===== src/rtl/cog_pin_sync_if.sv =====
// Cog-side pin conditioner bundle: filter-length load, raw pads in, conditioned pins and edge strobes out.
// Latency: none (wiring only).  Backpressure: none; every signal is sampled or driven each cycle.
interface cog_pin_sync_if #(
    parameter int WIDTH = 32
);
    logic             ena;
    logic             setflt;
    logic [31:0]      data;
    logic [WIDTH-1:0] pin_raw;
    logic [WIDTH-1:0] pin_in;
    logic [WIDTH-1:0] pin_rise;
    logic [WIDTH-1:0] pin_fall;

    modport master (
        output ena, setflt, data, pin_raw,
        input  pin_in, pin_rise, pin_fall
    );

    modport slave (
        input  ena, setflt, data, pin_raw,
        output pin_in, pin_rise, pin_fall
    );
endinterface


===== src/rtl/cog_pin_sync.sv =====
// Per-cog pin conditioner: 2-flop synchronizer, consecutive-sample glitch filter (PIN_SYNC_FILTER_EN), rise/fall strobes.
// Latency: 3+flt clk_cog edges from a stable pin_raw change to pin_in (fixed 3 when the filter is not built).
// Backpressure: none; every pin is conditioned every cycle and the strobes are single-cycle pulses.
module cog_pin_sync #(
    parameter int WIDTH     = 32,
    parameter int FILT_BITS = 4
) (
    input  logic           clk_cog,
    input  logic           res,
    cog_pin_sync_if.slave  bus
);

    logic [WIDTH-1:0] s1;
    logic [WIDTH-1:0] s2;
    logic [WIDTH-1:0] pin_q;
    logic [WIDTH-1:0] rise_q;
    logic [WIDTH-1:0] fall_q;
    logic [WIDTH-1:0] pin_d;
    logic [WIDTH-1:0] rise_d;
    logic [WIDTH-1:0] fall_d;

    // Synchronizer runs regardless of ena so pin_in stays meaningful while the cog is idle.
    always_ff @(posedge clk_cog or posedge res) begin
        if (res) begin
            s1 <= '0;
            s2 <= '0;
        end else begin
            s1 <= bus.pin_raw;
            s2 <= s1;
        end
    end

`ifdef PIN_SYNC_FILTER_EN
    logic [FILT_BITS-1:0] flt;
    logic [FILT_BITS-1:0] cnt   [WIDTH];
    logic [FILT_BITS-1:0] cnt_d [WIDTH];
    logic                 unused_data_hi;

    assign unused_data_hi = ^bus.data[31:FILT_BITS];

    always_ff @(posedge clk_cog or posedge res) begin
        if (res) begin
            flt <= '0;
        end else if (!bus.ena) begin
            flt <= '0;
        end else if (bus.setflt) begin
            flt <= bus.data[FILT_BITS-1:0];
        end
    end

    // >= rather than == so that lowering flt below a running count flips on the next mismatch.
    always_comb begin
        pin_d  = pin_q;
        rise_d = '0;
        fall_d = '0;
        for (int i = 0; i < WIDTH; i++) begin
            cnt_d[i] = '0;
            if (s2[i] != pin_q[i]) begin
                if (cnt[i] >= flt) begin
                    pin_d[i]  = s2[i];
                    rise_d[i] = s2[i];
                    fall_d[i] = ~s2[i];
                end else begin
                    cnt_d[i] = cnt[i] + FILT_BITS'(1);
                end
            end
        end
    end

    always_ff @(posedge clk_cog or posedge res) begin
        if (res) begin
            for (int i = 0; i < WIDTH; i++) begin
                cnt[i] <= '0;
            end
        end else begin
            for (int i = 0; i < WIDTH; i++) begin
                cnt[i] <= cnt_d[i];
            end
        end
    end
`else
    logic unused_cfg;

    assign unused_cfg = ^{bus.ena, bus.setflt, bus.data};

    always_comb begin
        pin_d  = s2;
        rise_d = s2 & ~pin_q;
        fall_d = ~s2 & pin_q;
    end
`endif

    always_ff @(posedge clk_cog or posedge res) begin
        if (res) begin
            pin_q  <= '0;
            rise_q <= '0;
            fall_q <= '0;
        end else begin
            pin_q  <= pin_d;
            rise_q <= rise_d;
            fall_q <= fall_d;
        end
    end

    assign bus.pin_in   = pin_q;
    assign bus.pin_rise = rise_q;
    assign bus.pin_fall = fall_q;

endmodule


===== src/flat_wrapper.sv =====
// flat-port wrapper written by rule: the top's interface ports become plain ports
module cog_pin_sync_flat 
#(
    parameter int WIDTH     = 32,
    parameter int FILT_BITS = 4
)
  (clk_cog, res, bus_ena, bus_setflt, bus_data, bus_pin_raw, bus_pin_in, bus_pin_rise, bus_pin_fall);
  cog_pin_sync_if #(.WIDTH(WIDTH)) bus_i ();
  input  logic clk_cog;
  input  logic res;
  input wire logic [$bits(bus_i.ena)-1:0] bus_ena;
  input wire logic [$bits(bus_i.setflt)-1:0] bus_setflt;
  input wire logic [$bits(bus_i.data)-1:0] bus_data;
  input wire logic [$bits(bus_i.pin_raw)-1:0] bus_pin_raw;
  output wire logic [$bits(bus_i.pin_in)-1:0] bus_pin_in;
  output wire logic [$bits(bus_i.pin_rise)-1:0] bus_pin_rise;
  output wire logic [$bits(bus_i.pin_fall)-1:0] bus_pin_fall;
  assign bus_i.ena = bus_ena;
  assign bus_i.setflt = bus_setflt;
  assign bus_i.data = bus_data;
  assign bus_i.pin_raw = bus_pin_raw;
  assign bus_pin_in = bus_i.pin_in;
  assign bus_pin_rise = bus_i.pin_rise;
  assign bus_pin_fall = bus_i.pin_fall;
  cog_pin_sync #(.WIDTH(WIDTH), .FILT_BITS(FILT_BITS)) u_core (.clk_cog(clk_cog), .res(res), .bus(bus_i));
endmodule

===== config.mk =====
export PLATFORM = sky130hd
export DESIGN_NAME = cog_pin_sync_flat
export DESIGN_NICKNAME = d
export VERILOG_FILES = /design/src/rtl/cog_pin_sync_if.sv /design/src/rtl/cog_pin_sync.sv /design/src/flat_wrapper.sv
export SDC_FILE = /design/constraint.sdc
export NUM_CORES = 1
export LEC_CHECK = 0
export ABC_AREA = 1
export BUFFER_PORTS_ARGS = -buffer_cell sky130_fd_sc_hd__buf_2
export CORE_MARGIN = 1
export CORE_UTILIZATION = 40
export DETAILED_ROUTE_END_ITERATION = 16
export GPL_TIMING_DRIVEN = 0
export PLACE_DENSITY_LB_ADDON = 0.12
export SYNTH_ARGS = -nofsm -noshare
export SYNTH_HDL_FRONTEND = slang
export SYNTH_SLANG_ARGS = --single-unit

===== constraint.sdc =====
create_clock -name clk_cog -period 8.4 [get_ports clk_cog]
set_clock_uncertainty 0.2 [all_clocks]
set_input_delay 1.68 -clock clk_cog [delete_from_list [all_inputs] [get_ports clk_cog]]
set_output_delay 1.68 -clock clk_cog [all_outputs]
set_load 0.05 [all_outputs]

==> results.md <==
* Initial antenna violation count at 0
* Fin cells at 591
* DRT antenna net count at 0
* Slew Limit Fails at 0
* Post-synth top area share at roughly nine tenths
* Worst slew margin at about 61%
* Area grow syn2layout at 31.9%
* Crit path kind: register to primary output
* Lkg Pwr at 3.26 nW
* Sequential fraction of the synthesis area at a little under 90%
* GRT Util Overall at approximately an eighth
* I/O Buffers at around 130
* Syn Std Cell Area at roughly 0.0045 sq mm
* H-tree levels at 4
* Post-layout min period at slightly above 3 ns
* Power Dens Cells at between 200 and 300 mW/mm^2
* Die H at roughly 110 um
* Synth cell types at 3
* Worst Path Max Fanout at 3
* Final #Nets at between 500 and 600
* Crit path cell chain: buf_2
* F_max at about 0.33 GHz
* RSZ-0062 raised after global routing: no
* N_diodes at 0
* TritonCTS buffer count at 17
* Critical path startpoint category: register
* Clock Pin Slew Worst Setup and Hold Paths at ~0.060 ns
* Cells after DPL at approximately 560
* Vias/cell at around 4.0
* Clk sinks at 160
* Wire length of the first global-routing pass at roughly 11000 um
* Critical Path RT at 6.52 ns
* Synth async-reset ratio at between 90% and 100%
* Worst skew pair latency at roughly 0.51 ns
* Crit-path max cell delay at 0.38 ns
* CP Capture Type: primary output
* DRC at 0
* Seq cells post-synth at 160
* Worst Path Arrival at between 1 and 1.5 ns
* Slowest CP cell: dfrtp_1
* Setup TNS at 0 ns
* Number of enable flip-flop cells after synthesis at 0
* Max Root-Sink Buffers at 2
* Synth cell count leaders: dfrtp_1 (160), inv_1 (65), nor2_1 (64)
* Min-delay worst type: register to register
* Final setup fails at 0
* Maxcap violations at 0
* Total power at 1.70 mW
* Buffer and inverter count on the worst path at 1
* Share of layout cells above drive strength 1 at between 30 and 40%
* Status: finished, final reports clean
* Post-Syn Nets at roughly 360
* WL per Instance at 11.1 um
* Die width at 108 um
* Core Box Area at approximately 0.011 sq mm
* Initial Utilization at slightly above 40%
* Delay-heaviest family, CP: flip-flops
* Setup bufs post-CTS at 0
* Post-Synthesis Cells at approximately 290
* Dpl hpwl at about 4300 um
* Synth warn at 0
* Post-Route WL at about 6600 um
* Largest net degree at the start of global routing at 94
* GPL Wtd Cong at 0.662
* Row cnt at 38
* 1st-iter DRT viols at slightly below 70
* CTS tree: done
* Via count at ~2300
* Largest area contributor in the netlist: dfrtp_1
* Main synth FF type: dfrtp_1
* IO Pins at 164
* # resized after CTS at 0
* Max IR drop VDD at between 150 and 200 uV
* Pre-Repair DR Iteration Count at 4
* Root Driver: clkbuf_8
* GRT Residual Overflow at 0
* Hold_buf cts at 0
* Total die area at 0.0116 sq mm
* Final hold violation count at 0
* Slew of the pin with the lowest slew margin at around 0.59 ns
* Syn Area/Cell at between 15 and 20 sq um
* Vias in the first global route at roughly 2200
* Synth area leaders: dfrtp_1 (89%), inv_1 (5.4%), nor2_1 (5.4%)
* Most common cell in the netlist: dfrtp_1
* Period utilization at 36.4%
worst paths after layout:
kind / slack, ns / from / end / cells past startpoint
worst min-delay path: 0.15 / u_core.s1[2] / u_core.pin_d[2] / 0
worst min register to register: 0.15 / u_core.s1[2] / u_core.pin_d[2] / 0
min in group asynchronous: 1.05 / res / u_core.bus.pin_fall[14] / 2
worst max-delay path: 5.34 / u_core.bus.pin_in[15] / bus_pin_in[15] / 1
max in group asynchronous: 6.13 / res / u_core.pin_d[25] / 3
worst max register to register: 7.59 / u_core.pin_d[17] / u_core.bus.pin_rise[17] / 2
final cells by class:
type | instances | area [sq um]
fill | 922 | 4970
timing repair buffer | 130 | 673
tap | 140 | 175
clock buffer | 20 | 445
inverter | 65 | 249
sequential | 160 | 4000
clock inverter | 12 | 135
multi-input combinational | 64 | 240
state kept, by name (all words and copies together), names as in the netlist:
register	cells
u_core.s1	32
u_core.bus.pin_fall	32
u_core.bus.pin_in	32
u_core.bus.pin_rise	32
u_core.pin_d	32
per-stage QoR:
step	util (%)	hold slack, ns	cell area, sq um	worst slack, ns
2_1_floorplan	-	0.131	4490	2.20
3_3_place_gp	48.8	0.131	5310	0.704
3_5_place_dp	49.1	0.135	5340	5.52
4_1_cts	54.4	0.149	5920	5.31
5_1_grt	54.4	0.152	5920	5.28
6_report	54.4	0.146	5920	5.34
cell usage in the layout (no fill, tap or decap):
master,synthesis,final
buf_16,0,1
clkinv_4,0,3
nor2_1,64,64
clkinv_2,0,2
clkbuf_8,0,3
clkbuf_16,0,16
inv_1,65,64
dfrtp_1,160,160
inv_6,0,2
clkbuf_1,0,1
buf_2,0,129
bufinv_16,0,2
clkinvlp_4,0,4
layer usage:
layer,track usage (%),wire [um],vias up,share of wire [%]
met1,15.6,2850,1109,43
met3,5.99,630,14,9.6
met5,0,0,-,0
met4,8.81,138,0,2.1
met2,17.8,2960,91,45
li1,-,-,1127,-
where the power goes:
| part | switching [mW] | total (mW) | internal, mW | leakage (nW) |
|---|---|---|---|---|
| Combinational | 0.118 | 0.147 | 0.0283 | 1.05 |
| Clock | 0.291 | 0.730 | 0.439 | 0.273 |
| Sequential | 0.0168 | 0.827 | 0.810 | 1.94 |
cells by family after synthesis:
| kind of cell | after synthesis | share of synthesized area, % |
|---|---|---|
| buffers and inverters | 65 | 5.44 |
| flip-flops | 160 | 89.2 |
| AND/OR/NAND/NOR | 64 | 5.35 |
(Power assumes the default switching activity.)
